[config.mk]
export PLATFORM = sky130hd
export DESIGN_NAME = multiword_add_sequencer
export DESIGN_NICKNAME = d
export VERILOG_FILES = /design/src/rtl/multiword_add_sequencer.sv
export SDC_FILE = /design/constraint.sdc
export NUM_CORES = 1
export LEC_CHECK = 0
export ABC_AREA = 1
export CORE_MARGIN = 2
export CORE_UTILIZATION = 45
export CTS_BUF_LIST = sky130_fd_sc_hd__clkbuf_8
export CTS_CLUSTER_SIZE = 30
export DETAILED_ROUTE_END_ITERATION = 8
export PLACE_DENSITY = 0.81
export SLEW_MARGIN = 5
export SYNTH_ARGS = -nofsm -noshare
export SYNTH_HDL_FRONTEND = slang
export SYNTH_SLANG_ARGS = --single-unit
[constraint.sdc]
create_clock -name clk -period 5.05 [get_ports clk]
set_input_delay 1.2625 -clock clk [delete_from_list [all_inputs] [get_ports clk]]
set_output_delay 1.2625 -clock clk [all_outputs]
set_load 0.02 [all_outputs]
[src/rtl/multiword_add_sequencer.sv]
// Wide adder controller: streams an N*WORDS-bit addition through one external
// N-bit adder, LSB chunk first, carrying between chunks in a register.
module multiword_add_sequencer #(
  parameter int N     = 4,
  parameter int WORDS = 4
) (
  input  logic                 clk,
  input  logic                 rst_n,
  input  logic                 start,
  input  logic [N*WORDS-1:0]   op_a,
  input  logic [N*WORDS-1:0]   op_b,
  input  logic                 cin,
  output logic                 busy,
  output logic                 done,
  output logic [N*WORDS-1:0]   sum,
  output logic                 cout,
  output logic [N-1:0]         add_inp1,
  output logic [N-1:0]         add_inp2,
  output logic                 add_cin,
  input  logic [N-1:0]         add_result,
  input  logic                 add_cout
);

  localparam int W     = N * WORDS;
  localparam int IDX_W = (WORDS > 1) ? $clog2(WORDS) : 1;
  localparam logic [IDX_W-1:0] LAST_IDX = IDX_W'(WORDS - 1);

  typedef enum logic [1:0] {
    IDLE = 2'd0,
    RUN  = 2'd1,
    DONE = 2'd2
  } state_t;

  state_t             state_q;
  logic [W-1:0]       a_q;
  logic [W-1:0]       b_q;
  logic [W-1:0]       acc_q;
  logic [W-1:0]       acc_d;
  logic [W-1:0]       sum_q;
  logic               carry_q;
  logic               cout_q;
  logic [IDX_W-1:0]   idx_q;

  assign busy = (state_q == RUN) || (state_q == DONE);
  assign done = (state_q == DONE);
  assign sum  = sum_q;
  assign cout = cout_q;

  // The adder only sees operands while a chunk is in flight; otherwise it idles at zero.
  always_comb begin
    add_inp1 = '0;
    add_inp2 = '0;
    add_cin  = 1'b0;
    if (state_q == RUN) begin
      add_inp1 = a_q[idx_q*N +: N];
      add_inp2 = b_q[idx_q*N +: N];
      add_cin  = carry_q;
    end
  end

  // Accumulator with the current chunk merged in, so the final sum can be
  // taken in the same edge as the last chunk without a special slice for WORDS=1.
  always_comb begin
    acc_d = acc_q;
    acc_d[idx_q*N +: N] = add_result;
  end

  always_ff @(posedge clk or negedge rst_n) begin
    if (!rst_n) begin
      state_q <= IDLE;
      a_q     <= '0;
      b_q     <= '0;
      acc_q   <= '0;
      sum_q   <= '0;
      carry_q <= 1'b0;
      cout_q  <= 1'b0;
      idx_q   <= '0;
    end else begin
      case (state_q)
        IDLE: begin
          if (start) begin
            a_q     <= op_a;
            b_q     <= op_b;
            carry_q <= cin;
            idx_q   <= '0;
            state_q <= RUN;
          end
        end
        RUN: begin
          acc_q   <= acc_d;
          carry_q <= add_cout;
          idx_q   <= idx_q + 1'b1;
          if (idx_q == LAST_IDX) begin
            sum_q   <= acc_d;
            cout_q  <= add_cout;
            state_q <= DONE;
          end
        end
        DONE: begin
          state_q <= IDLE;
        end
        default: begin
          state_q <= IDLE;
        end
      endcase
    end
  end

endmodule
# --- After elaboration in Yosys (flattened, before gate mapping) ---
# Index checks and enable logic that the tools add are counted.
word_totals:
  reg_bits: 70
  inputBits: 41
  elab_cells: 37
classes:
  n_addsub: 2
  eq_ne: 5
  n_shift: 4
  n_mux: 11
  n_reduce_logical: 7
ops:
  columns: ["cell", "count"]
  rows:
  - ["4-bit negation with 34-bit output", 1]
  - ["4-bit by 34-bit variable shift with 16-bit output, first input constant", 1]
  - ["4-bit by 34-bit indexed part select with 16-bit output", 1]
  - ["16-bit by 5-bit indexed part select with 4-bit output", 2]
  - ["16-bit bitwise mux", 1]
  - ["4-bit 2-to-1 mux", 2]
  - ["2-bit case mux with 2 select lines", 2]
  - ["2-bit AND reduction", 4]
  - ["2-bit 2-to-1 mux", 3]
  - ["2-bit == test, second input constant", 2]
  - ["2-bit by 1-bit adder with 2-bit output, second input constant", 1]
  - ["2-bit by 1-bit == test with 1-bit output, second input constant", 1]
  - ["2-bit zero test", 1]
  - ["1-bit 2-to-1 mux", 2]
  - ["2-bit by 1-bit != test with 1-bit output, second input constant", 1]
  - ["2-bit != test, second input constant", 1]
  - ["1-bit case mux with 2 select lines", 1]
  - ["2-bit nonzero test", 1]
  - ["1-bit logical OR", 1]

# --- Longest topological paths before layout ---
# Gate-level depths: netlist of run 1.
logic_depth:
  ltp_word: 3
  depth_mapped: 11
  ltp_nobuf: 9

# --- Worst setup path after synthesis of run 1 ---
# Ideal clock, no wire load.
synth_path:
  path_type: "reg-to-output"
  from: "register state_q[1]"
  to: "output port add_inp1[0]"
  t_arrival_ns: 1.336
  t_required_ns: 3.788
  path_slack_ns: 2.452
  path_stages_with_launch: 7
  path_cell_list: "dfrtp_1 -> inv_1 -> ha_1 -> buf_4 -> inv_1 -> buf_2 -> a21oi_1"
synth_between:
  elab_chain_len: 2
synth_lines:
  columns: ["item", "line_no", "text"]
  rows:
  - ["start, declared", "34", "state_t state_q;"]
  - ["start signal, assigned", "70", "state_q <= IDLE;"]
  - ["start signal, assigned", "86", "state_q <= RUN;"]
  - ["start signal, assigned", "96", "state_q <= DONE;"]
  - ["2-bit by 1-bit == test with 1-bit output", "54", "if (state_q == RUN) begin"]
  - ["4-bit 2-to-1 mux", "54", null]
  - ["end, declared", "17", "output logic [N-1:0] add_inp1,"]
# No other way between the ends.

# --- Worst setup path in the final report of run 1 ---
layout_path:
  from: "register state_q[1]"
  to: "output port add_inp1[3]"
# The elaborated chain is that of the path after synthesis.

==> results of run 1 <==
worst max-delay path, stage by stage, from the launching register on:
cell and delay, ns:
dfrtp_1 0.40, inv_1 0.08, ha_1 0.54, inv_1 0.57
a21oi_1 0.32, clkdlybuf4s50_1 0.64
layer usage:
| layer | part of all wire [%] | up-vias |
|---|---|---|
| li1 | - | 1305 |
| met2 | 49 | 87 |
| met3 | 6.2 | 10 |
| met4 | 1.5 | 0 |
| met1 | 44 | 1214 |
| met5 | 0 | - |
sequential cells by signal (all words and copies together) (netlist names):
register / flops
a_q: 16
b_q: 16
sum: 16
acc_q: 12
idx_q: 2
state_q: 2
carry_q: 1
cout: 1
final cells by class:
| type | count | share of cell area, % |
|---|---|---|
| inverter | 28 | 2.50 |
| tap | 99 | 2.94 |
| sequential | 66 | 39.3 |
| multi-input combinational | 267 | 33.9 |
| timing repair buffer | 69 | 16.2 |
| clock buffer | 10 | 3.27 |
| clock inverter | 6 | 1.90 |
power by group:
group	switching (W)	internal, W	total [W]
logic	0.000665	0.000579	0.00124
registers	0.000172	0.000778	0.000949
clock network	0.000203	0.000288	0.000491
worst min path at each step:
stage | end | slack, ns | cells after the start | from
after detailed placement | acc_q[0] | 0.47 | 2 | acc_q[0]
after floorplan | acc_q[10] | 0.45 | 2 | acc_q[10]
after global routing | sum[1] | 0.51 | 2 | sum[1]
after global placement | sum[0] | 0.46 | 2 | sum[0]
after CTS | acc_q[8] | 0.49 | 2 | acc_q[8]
final | sum[0] | 0.48 | 2 | sum[0]
cells by family (layout without fill, tap and decap cells):
logic type / Yosys count / count (layout) / synth area share, %
adder cells (fa/ha/maj): 8 / 8 / 3.04
multiplexers: 24 / 24 / 10.9
buffers and inverters: 44 / 113 / 6.57
flip-flops: 66 / 66 / 50.2
AND/OR/NAND/NOR: 202 / 202 / 24.0
AO/OA/AOI/OAI: 33 / 33 / 5.32
through the flow:
stage / worst slack [ns] / std cells
floorplan: 2.45 / 377
CTS: 0.856 / 545
detailed placement: 1.24 / 529
global route: 0.585 / 545
finish: 0.870 / 545
global placement: 1.30 / 529
cells in the final DEF (no fill, tap or decap):
cell type and n:
buf_2 1, nand2_1 136, clkbuf_8 10, nand3_1 10
bufinv_16 2, o21ai_0 10, nor2_1 48, clkinv_2 4
dfrtp_1 66, a21oi_1 17, clkdlybuf4s50_1 67, o21ai_2 2
inv_1 26, o21ai_1 3, or2_1 1, ha_1 8
nand2_2 2, o21a_1 1, buf_4 1, inv_2 2
nor3_1 1, mux2_4 24, nand4_1 4
==> summary.md, run 1 <==
| Metric | Value |
|---|---|
| Reg2reg setup slack | 2.55 ns |
| Ys Warns | 0 |
| Netlist Area Pre-Place | 3290 um^2 |
| Main synth FF type | dfrtp_1 |
| Fin crit share | 82.8% |
| Min Clock Period, post-route | 4.18 ns |
| H-tree levels | 3 |
| Global Route met3 Usage | 7.29% |
| Most frequent cell after synthesis | nand2_1 |
| Power Density | 638 nW/um^2 |
| GPL Wtd Cong | 0.864 |
| Die height | 89.5 um |
| Placed Instance Area | 3990 um^2 |
| Num ports | 69 |
| Synth top cells by count | 136 x nand2_1, 66 x dfrtp_1, 48 x nor2_1, 26 x inv_1, 24 x mux2_4 |
| Multi-input gate area | 1430 um^2 |
| Vias per cell | 4.80 |
| R2r startpoint | idx_q[0] |
| Total iterations of the first detailed-routing run | 5 |
| Post-route DRC | 0 |
| WHS | 0.481 ns |
| Post-CTS Resized | 0 |
| Max-cap violations | 0 |
| FILL cells | 647 |
| Die W | 89.5 um |
| HPWL Detailed | 5030 um |
| #FFs+latches synth | 66 |
| Slew HR | 28.8% |
| Max clock buf depth | 2 |
| Worst endpoint required time | 3.79 ns |
| GRT busiest layer | met2 |
| Post-synth cell types | 20 |
| Met1 usage | 24.5% |
| Final core occ | 58.6% |
| Seq. cell area | 1650 um^2 |
| Post CTS Setup Buffer Count | 0 |
| Crit path capture type | output port |
| Largest net degree at the start of global routing | 44 |
| Max Clk Rate | 239 MHz |
| Lkg Pwr | 2.17 nW |
| CP Launch Point | state_q[1] |
| Share of cells above drive strength 1 | 10.8% |
| Tot Pwr | 0.00268 W |
| Port Buffers | 68 |
| Post-synthesis sequential area ratio | 50.2% |
| DIE AREA | 8020 um^2 |
| Core area | 7180 um^2 |
| Final hold violations | 0 |
| Synthesis-to-layout area growth | 27.7% |
| Slew Limit Fails | 0 |
| TNS Setup | 0 ns |
| Initial Util | 45.9% |
| Maximum VDD drop | 0.345 mV |
| Tot GR Track Use | 20.6% |
| Synth top area share | 50.2% |
| CTS tree | done |
| Gate Count Post-Synth | 377 |
| CP Class | register to output port |
| Vias in the first global route | 2,713 |
| Inserted Clock Buffers | 9 |
| Arr. time, crit path | 2.92 ns |
| Placement row count | 31 |
| Design Area, Final | 4210 um^2 |
| Worst Hold Class | register to register |
| Clock Tree Root | clkbuf_8 |
| CP Launch Type | register |
| Antenna violations before repair | 0 |
| Clock net sink count | 66 |
| Initial DRC count | 136 |
| Routing usage on met2 | 34.6% |
| Cell taking the most area after synthesis | dfrtp_1 |
| Main area contributors after synthesis | dfrtp_1 50%, nand2_1 16%, mux2_4 11% |
| RSZ-0062 raised after global routing | no |
| Status | completed |
| Async set-reset flop share out of synthesis | 100% |
| Wire per inst | 13.1 um |
| Syn Nets | 426 |
| Worst reg2reg path depth | 9 |
| First-pass GRT wire length | 12,300 um |
| Crit Path Max Fanout | 25 |
| Final setup violation count | 0 |
| RR Endpoint | sum[5] |
| Vias post-DR | 2,616 |
| Clk pin slew, worst setup/hold paths | 0.07 ns |
| Hold-fix buffer count after cts | 0 |
| Total gr overflow | 0 |
| ANT nets after route | 0 |
| Post-synth EDFFs | 0 |
| Layout Nets | 490 |
| Critical Path End | add_inp1[3] |
| Actual slew at the worst max-slew pin | 1.06 ns |
| Clk Latency, worst-skew pair | 0.34 ns |
| Avg Cell Area, Syn | 8.74 um^2 |
| Final WL | 7140 um |
| Clock Skews | 0.00757 ns |
| Number of diodes | 0 |
(Power assumes the default switching activity.)
==> run 2, diff against run 1 <==
PLACE_DENSITY = 0.84   (was 0.81)
clock period = 3.55 ns   (was 5.05 ns; I/O delays follow)
==> run 2 against run 1 <==
  * Sequential share of layout area decreased by 0.48 points
  * Setup slack got worse by 0.56 ns
  * Clock power increased by 43%
  * Register-to-register slack got worse by 1.1 ns
  * Design area increased by 1.2%
  * Die area unchanged
  * Core utilization increased by 0.73 points
  * Non-clock buffer count increased by 6
  * Critical path type unchanged
  * Largest power group unchanged
==> summary.md, run 2 (synthesis gave the netlist of run 1 again) <==
| Metric | Value |
|---|---|
| Reg2reg setup slack | 1.41 ns |
| Initial Util | 45.9% |
| CP Launch Type | register |
| Total gr overflow | 0 |
| Num ports | 69 |
| Hold EP | sum[0] |
| Critical Path Slowest Stage Cell | dfrtp_1 |
| Antenna violations before repair | 0 |
| Die height | 89.5 um |
| Core area | 7180 um^2 |
| Worst endpoint required time | 2.66 ns |
| Inserted Clock Buffers | 9 |
| Switching pwr | 0.00150 W |
| Min Clock Period, post-route | 3.24 ns |
| Final hold violations | 0 |
| Sw frac | 39.0% |
| Cell class contributing the biggest share of worst-path delay | buffers and inverters |
| CP most frequent cell | nor2_1 |
| WHS | 0.481 ns |
| Fin crit share | 91.4% |
| First-pass GRT wire length | 12,300 um |
| FILL cells | 626 |
| Clk Latency, worst-skew pair | 0.34 ns |
| Clk pin slew, worst setup/hold paths | 0.08 ns |
| Most frequent cells in the layout | 136 x nand2_1, 67 x clkdlybuf4s50_1, 66 x dfrtp_1 |
| Vias post-DR | 2,687 |
| Max incr delay on CP | 0.70 ns |
| Hold-fix buffer count after cts | 0 |
| Max Clk Rate | 308 MHz |
| Placement row count | 31 |
| Actual slew at the worst max-slew pin | 0.955 ns |
| Vias per cell | 4.88 |
| Seq pwr share | 34.7% |
| RR Endpoint | sum[6] |
| Vias in the first global route | 2,749 |
| Largest net degree at the start of global routing | 34 |
| Min-Delay Path Depth | 2 |
| Critical Path, Cell by Cell | buf_4 > nor2_1 > nor2_1 > o21ai_0 > a21oi_1 > clkdlybuf4s50_1 |
| Layout Nets | 496 |
| Max-cap violations | 0 |
| Post-route DRC | 0 |
| HP Start | sum[0] |
| Design Area, Final | 4260 um^2 |
| Crit Path Max Fanout | 18 |
| Power Internal | 0.00235 W |
| Placed Instance Area | 4030 um^2 |
| Arr. time, crit path | 2.36 ns |
| R2r startpoint | idx_q[0] |
| Tot GR Track Use | 20.1% |
| Synthesis-to-layout area growth | 29.3% |
| Share of cells above drive strength 1 | 11.9% |
| Worst Hold Class | register to register |
| Placed cell count | 535 |
| Final setup violation count | 0 |
| Post-CTS Resized | 0 |
| RSZ-0062 raised after global routing | no |
| Max clock buf depth | 2 |
| Clock Skews | 0.00941 ns |
| Port Buffers | 68 |
| Status | completed |
| Clock net sink count | 66 |
| Total iterations of the first detailed-routing run | 5 |
| Combinational power share | 47.1% |
| ANT nets after route | 0 |
| Lkg Pwr | 2.18 nW |
| Commonest non-fill, non-tap cell in the layout | nand2_1 |
| Final WL | 7270 um |
| CP Class | register to output port |
| Worst reg2reg path depth | 9 |
| Initial DRC count | 129 |
| Wire per inst | 13.2 um |
| Clock Power Share | 18.2% |
| Slew HR | 36.1% |
| Crit path capture type | output port |
| HPWL Detailed | 5270 um |
| Layout Cells excl Fill | 551 |
| GPL Wtd Cong | 0.837 |
| Post CTS Setup Buffer Count | 0 |
| Bufs and invs on worst path | 2 |
| TNS Setup | 0 ns |
| WP depth | 6 |
| Maximum VDD drop | 0.517 mV |
| H-tree levels | 3 |
| Slew Limit Fails | 0 |
| Power Density | 906 nW/um^2 |
| Clock Tree Root | clkbuf_8 |
| Number of diodes | 0 |
| CTS tree | done |
| Die W | 89.5 um |
| Final core occ | 59.4% |
| DIE AREA | 8020 um^2 |
run 2: worst reg2reg max path, delay by kind of cell, from the launching register on:
family | cells | cell delay [ns]
DFF | 1 | 0.70
adders and majority gates | 1 | 0.35
and+or+nand+nor | 6 | 0.59
buffers and inverters | 2 | 0.45
run 2: worst max-delay path by stage:
| stage | end | start | slack, ns |
|---|---|---|---|
| 2_1_floorplan | add_inp1[0] | state_q[1] | 1.33 |
| 3_3_place_gp | add_inp2[0] | idx_q[0] | 0.72 |
| 3_5_place_dp | add_inp2[1] | idx_q[0] | 0.69 |
| 4_1_cts | add_inp2[1] | idx_q[0] | 0.29 |
| 5_1_grt | add_inp2[2] | idx_q[0] | 0.10 |
| 6_report | add_inp2[3] | idx_q[0] | 0.31 |
run 2: metal layers:
| metal | up-vias | part of all wire (%) | global-route usage, % |
|---|---|---|---|
| met3 | 6 | 5.9 | 4.25 |
| met5 | - | 0 | 0 |
| li1 | 1323 | - | - |
| met2 | 92 | 51 | 34.8 |
| met1 | 1266 | 43 | 24.8 |
| met4 | 0 | 0.76 | 7.19 |
run 2: metrics by stage:
stage | total power (W) | worst slack [ns]
floorplan | 0.00255 | 1.33
global placement | 0.00309 | 0.724
detailed placement | 0.00316 | 0.694
CTS | 0.00389 | 0.288
global route | 0.00415 | 0.103
finish | 0.00386 | 0.306
run 2: area by class of cell:
| class | instances | area [um^2] | area share, % |
|---|---|---|---|
| sequential | 66 | 1650 | 38.8 |
| multi-input combinational | 267 | 1430 | 33.5 |
| timing repair buffer | 75 | 728 | 17.1 |
| clock buffer | 9 | 124 | 2.91 |
| tap | 99 | 124 | 2.91 |
| inverter | 28 | 105 | 2.47 |
| clock inverter | 7 | 101 | 2.38 |
run 2: power by group through the flow:
stage / logic [W] / registers [W] / clock network (W)
6_report: 0.00182 / 0.00134 / 0.000703
5_1_grt: 0.00202 / 0.00138 / 0.000749
4_1_cts: 0.00183 / 0.00134 / 0.000720
3_5_place_dp: 0.00181 / 0.00135 / 0
3_3_place_gp: 0.00176 / 0.00133 / 0
2_1_floorplan: 0.00117 / 0.00138 / 0
==> run 3, diff against run 2 <==
CTS_CLUSTER_SIZE = default   (was 30)
SETUP_SLACK_MARGIN = 0.4   (was default)
==> run 3 against run 2 <==
  * Critical endpoint is now add_inp1[1]
  * Count of clock-buffer cells in the layout stayed put
  * Global-route usage is 0.10 points higher
  * Highest routed layer unchanged
  * Clock power is 0.7% higher
  * Wire length is 1.5% higher
  * Sequential share of layout area is 0.16 points lower
  * Fmax is 9.3% higher
  * Non-clock buffer count is 3 higher
  * Critical path depth stayed put
  * Clock skew is 0.0023 ns higher
  * Core utilization is 0.33 points higher
==> summary.md, run 3 (synthesis gave the netlist of run 1 again) <==
| Metric | Value |
|---|---|
| CP Class | register to output port |
| Vias in the first global route | 2,753 |
| Fin crit share | 83.6% |
| Vias per cell | 4.84 |
| Synthesis-to-layout area growth | 30.1% |
| Vias post-DR | 2,680 |
| Number of diodes | 0 |
| Commonest non-fill, non-tap cell in the layout | nand2_1 |
| FILL cells | 624 |
| Worst Hold Class | register to register |
| Slew Limit Fails | 0 |
| Clk pin slew, worst setup/hold paths | 0.08 ns |
| DIE AREA | 8020 um^2 |
| Lkg Pwr | 2.20 nW |
| Initial DRC count | 128 |
| Clk Latency, worst-skew pair | 0.35 ns |
| Share of cells above drive strength 1 | 13.0% |
| Die height | 89.5 um |
| Crit path capture type | output port |
| Crit Path Max Fanout | 11 |
| Clock Skews | 0.0118 ns |
| Wire per inst | 13.3 um |
| GPL Wtd Cong | 0.837 |
| Arr. time, crit path | 2.08 ns |
| Tot GR Track Use | 20.2% |
| Largest net degree at the start of global routing | 34 |
| Seq pwr share | 34.2% |
| Clock Tree Root | clkbuf_8 |
| Final worst setup slack | 0.581 ns |
| Die W | 89.5 um |
| HPWL Detailed | 5270 um |
| CP Launch Type | register |
| Sw frac | 39.0% |
| Power Density | 907 nW/um^2 |
| Clock net sink count | 66 |
| Pre-CTS WS | 0.694 ns |
| Power Internal | 0.00237 W |
| Switching pwr | 0.00151 W |
| TNS Setup | 0 ns |
| Num ports | 69 |
| Max Clk Rate | 337 MHz |
| Clock Power Share | 18.2% |
| Max clock buf depth | 2 |
| ANT nets after route | 0 |
| Initial Util | 45.9% |
| Total iterations of the first detailed-routing run | 5 |
| Combinational power share | 47.5% |
| Slew HR | 36.5% |
| First-pass GRT wire length | 12,300 um |
| Placement row count | 31 |
| Min Clock Period, post-route | 2.97 ns |
| Most frequent cells in the layout | 136 x nand2_1, 66 x clkdlybuf4s50_1, 64 x dfrtp_1 |
| Core area | 7180 um^2 |
| Layout Nets | 499 |
| Actual slew at the worst max-slew pin | 0.949 ns |
| Port Buffers | 68 |
| CTS tree | done |
| Max-cap violations | 0 |
| RSZ-0062 raised after global routing | no |
| Maximum VDD drop | 0.522 mV |
| H-tree levels | 3 |
| Final setup violation count | 0 |
| Total gr overflow | 0 |
| Worst endpoint required time | 2.66 ns |
| Post-route DRC | 0 |
| Inserted Clock Buffers | 9 |
| Status | completed |
| Antenna violations before repair | 0 |
| Final hold violations | 0 |
| Final WL | 7380 um |
[run 3: cell types whose count changed in the layout (fill, tap and decap cells not counted)]
| cell | change |
|---|---|
| buf_4 | +3 |
| dfrtp_1 | -2 |
| dfrtp_2 | +2 |
| clkdlybuf4s50_1 | -1 |
| dlygate4sd2_1 | +1 |
[run 3: final timing paths]
check	to	cells past startpoint	start	slack [ns]
min in group asynchronous	a_q[3]	1	rst_n	0.54
worst min register to register	sum[0]	2	sum[0]	0.48
worst max register to register	b_q[6]	6	state_q[0]	1.61
max in group asynchronous	sum[0]	2	rst_n	2.28
worst min-delay path	sum[0]	2	sum[0]	0.48
worst max-delay path	add_inp1[1]	6	idx_q[0]	0.58
[run 3: area by class of cell]
| class | count | area (um^2) | area share [%] |
|---|---|---|---|
| Inverter | 28 | 105 | 2.45 |
| Timing Repair Buffer | 78 | 749 | 17.5 |
| Sequential cell | 66 | 1650 | 38.6 |
| Multi-Input combinational cell | 267 | 1430 | 33.3 |
| Clock buffer | 9 | 124 | 2.89 |
| Clock inverter | 7 | 101 | 2.37 |
| Tap cell | 99 | 124 | 2.89 |
[run 3: layer usage]
| metal | global-route usage, % | routed length (um) | part of all wire [%] |
|---|---|---|---|
| met4 | 7.19 | 67 | 0.91 |
| met5 | 0 | 0 | 0 |
| met3 | 4.25 | 453 | 6.1 |
| met1 | 24.7 | 3110 | 42 |
| met2 | 35.2 | 3750 | 51 |
[run 3: power groups by stage]
stage	Combinational [W]	Sequential, W	Clock [W]
2_1_floorplan	0.00117	0.00138	0
3_3_place_gp	0.00176	0.00133	0
3_5_place_dp	0.00181	0.00135	0
4_1_cts	0.00183	0.00134	0.000720
5_1_grt	0.00206	0.00137	0.000750
6_report	0.00185	0.00133	0.000708
[run 3: through the flow]
stage	instance area [um^2]	util, %	cells	hold WS [ns]	total power [W]
after floorplan	3290	-	377	0.449	0.00255
after global placement	4030	56.2	535	0.461	0.00309
after detailed placement	4030	56.2	535	0.466	0.00316
after CTS	4260	59.4	551	0.485	0.00389
after global routing	4280	59.7	554	0.516	0.00418
final	4280	59.7	554	0.481	0.00388
[run 3: what timing repair did]
item / 4_1_cts / 5_1_grt
hold buffers: 0 / 0
buffers inserted: 0 / 3
setup endpoints to repair: 5 / 6
gates resized for setup: 2 / 1
hold endpoints to repair: 0 / 0
cloned: 0 / 0
[run 3: critical path, stage by stage, from the launching register on]
cell and delay [ns]:
dfrtp_2 0.49, buf_4 0.18, nor2_1 0.05, nor2_1 0.12
nand2_1 0.07, a21oi_1 0.18, clkdlybuf4s50_1 0.64
==> RTL change 1 (flow settings as in run 1) <==
Reset style: synchronous (`rst_n`), changed in one clocked block.
--- a/src/rtl/multiword_add_sequencer.sv
+++ b/src/rtl/multiword_add_sequencer.sv
@@ -67,3 +67,3 @@
 
-  always_ff @(posedge clk or negedge rst_n) begin
+  always_ff @(posedge clk) begin
     if (!rst_n) begin
Check against the original RTL: differs if rst_n is asserted again (counterexample within 4 cycles, from zero or initial values and one cycle with rst_n low); with rst_n held inactive, the same outputs for 10 cycles.
==> RTL change 1 against run 1 <==
Critical path depth did not move. Die area fell by 4.3%. Global-route usage fell by 0.87 points. Cell area fell by 4.9%. Sequential cell count did not move. Area after synthesis fell by 4.5%. Setup slack improved by 800 ps. Routed wire length rose by 0.77%. Utilization rose by 0.24 points. First-iteration DRC count rose by 41%. Largest cell class is now multi-input combinational cells.
Power is not compared: it rests on default switching activity, and its combinational part moved more than twofold at a synthesized area within 25%.
==> RTL change 1: results <==
set metrics [dict create \
    status "finished, final reports clean" \
    place_ws_ps 1880 \
    nMultiInputCombCells 330 \
    ys_async_sr_fraction 0 \
    skew_ps 9.59 \
    first_pass_iters 4 \
    postSynthCellCount 466 \
    fin_nets 574 \
    register_area_mm2 0.00132 \
    fin_util 0.589 \
    synthFlopType "dfxtp_1" \
    clk_share 0.0447 \
    drive_gt1_frac 0.0585 \
    multi_input_area_share 0.373 \
    dp.cells 610 \
    path_max_fanout 24 \
    seq_cell_count 66 \
    place_congestion 0.798 \
    drt-vias-per-instance 4.84 \
    avgRoutedWirePerCell_um 11.5 \
    cp_data_arrival_time_ps 2120 \
    reg2reg_setup_slack_ps 2980 \
    wl_um 7190 \
    yosys-top-cells-area "dfxtp_1, nor2_1, o21ai_0, nand2_1, nand3_1" \
    wl_met1_um 3220 \
    buffers 72 \
    seq_share 0.330 \
    grt_start_max_net_pins 37 \
    grt_first_pass_wirelength_um 11900 \
]
[RTL change 1: worst reg2reg max path, cell delays in order (launching register included)]
cell,delay (ps)
dfxtp_1,340
inv_1,90
ha_1,180
nand2_1,70
buf_4,220
inv_1,700
o21ai_0,210
a21oi_1,180
[RTL change 1: final timing paths]
path	from	end
max	idx_q[0]	add_inp2[3]
min	sum[13]	sum[13]
max reg2reg	state_q[0]	state_q[0]
min reg2reg	sum[13]	sum[13]
[RTL change 1: per-layer routing]
layer  vias up  track usage
met5         -            0
met4         0       0.0671
met3        15       0.0584
met2       100        0.334
met1      1339        0.238
li1       1573            -
[RTL change 1: cells by family (layout without fill, tap and decap cells)]
kind of cell | after synthesis | in the layout | share of synthesized area
fa+ha+maj | 8 | 8 | 0.0318
buf+inv | 70 | 134 | 0.106
flops | 66 | 66 | 0.420
simple gates | 251 | 251 | 0.327
compound gates | 71 | 71 | 0.115
==> RTL change 2 (settings of run 1) <==
Without the edit above. Change the parameter `N` from 4 to 3.
--- a/src/rtl/multiword_add_sequencer.sv
+++ b/src/rtl/multiword_add_sequencer.sv
@@ -3,3 +3,3 @@
 module multiword_add_sequencer #(
-  parameter int N     = 4,
+  parameter int N     = 3,
   parameter int WORDS = 4
Ports: changed (6 resized); port bits go from 69 to 54. The function was not compared with the original's and may differ.
==> RTL change 2 against run 1 <==
Utilization is 1.2 points lower. Count of clock-buffer cells in the layout is 5 lower. Clock skew is 1.7 ps lower. Critical endpoint is now add_inp1[1]. Routed wire length is 30% lower. Critical path type unchanged. Area after synthesis is 23% lower. Synthesized cell count is 16% lower. Cell area is 25% lower. Sequential cell count is 15 lower. Setup slack better by 430 ps. Total power is 31% lower. Critical path depth stayed put.
==> RTL change 2: results <==
set metrics [dict create \
    status "finished, final reports clean" \
    grt_first_pass_wirelength_um 8710 \
    synth_compound_area_frac 0.0819 \
    first_pass_iters 4 \
    drt_iter0_markers 98 \
    wl_um 5030 \
    vias 2067 \
    cp_data_arrival_time_ps 2480 \
    htreeDepth 2 \
    placed_cell_area_mm2 0.00306 \
    cts.clk_slew.worst_paths_ps 90 \
    fill_cells 516 \
    synth_mux_area_frac 0.0311 \
    path_max_fanout 20 \
    avgRoutedWirePerCell_um 11.5 \
    io_buffers 53 \
    place_congestion 0.833 \
    hpwl_um 3690 \
    tightestPinTransition_ps 1090 \
    ys_async_sr_fraction 1.00 \
    dp.cells 429 \
    cpPeakStageDelay_ps 630 \
    fin_nets 404 \
    drive_gt1_frac 0.0630 \
    grt_start_max_net_pins 52 \
    synthAdderAreaFrac 0.0395 \
    synth_fp_nets 357 \
    synthTopCellsByCount "nand2_1, dfrtp_1, nor2_1" \
    cts-resized-gates 0 \
    yosys-top-cells-area "dfrtp_1, nand2_1, nor2_1, inv_1, a21oi_1" \
    r2r_cells 6 \
    peakVddDrop_v 0.000314 \
    ys_types 20 \
    grt_use_total 0.176 \
    grt_pass1_vias 2017 \
    cts_buffers 5 \
    p_leak_nw 1.61 \
    seq_area_frac_synth 0.503 \
    synth.avg_cell_area_um2 8.00 \
    place_ws_ps 1620 \
    skew_ps 5.87 \
    insertion_delay_ps 300 \
]
## RTL change 2: worst paths after layout
kind,endpoint,slack [ps],startpoint
worst max-delay path,add_inp1[1],1300,state_q[1]
worst min-delay path,sum[2],480,sum[2]
worst max register to register,acc_q[4],2830,idx_q[0]
worst min register to register,sum[2],480,sum[2]
max in group asynchronous,acc_q[3],3220,rst_n
min in group asynchronous,sum[1],1160,rst_n
## RTL change 2: logic make-up after synthesis
logic type      after synthesis
simple gates                164
flops                        51
buf+inv                      50
compound gates               38
fa+ha+maj                     8
mux                           6
## RTL change 2: cell type report
class	count	area, um^2	share of cell area
Clock inverter	3	15.0	0.00478
Sequential cell	51	1280	0.406
Inverter	37	139	0.0442
Multi-Input combinational cell	216	1030	0.327
Timing Repair Buffer	53	526	0.167
Clock buffer	5	68.8	0.0219
Tap cell	72	90.1	0.0287
## RTL change 2: where the power goes
group	total, mW	internal [mW]	leakage (nW)	switching [mW]
Clock	0.226	0.0951	0.0477	0.130
Sequential	0.705	0.596	0.607	0.110
Combinational	0.929	0.392	0.953	0.537
Total	1.86	1.08	1.61	0.777
## RTL change 2: layer usage
| metal | track usage | up-vias | part of all wire |
|---|---|---|---|
| li1 | - | 1062 | - |
| met1 | 0.222 | 939 | 0.46 |
| met2 | 0.297 | 54 | 0.47 |
| met3 | 0.0409 | 12 | 0.048 |
| met4 | 0.0621 | 0 | 0.021 |
| met5 | 0 | - | 0 |
## RTL change 2: worst min-delay path, cell delays in order, from the launching register on
cell and delay (ps):
dfrtp_1 350, nand2_1 50, nand2_1 50
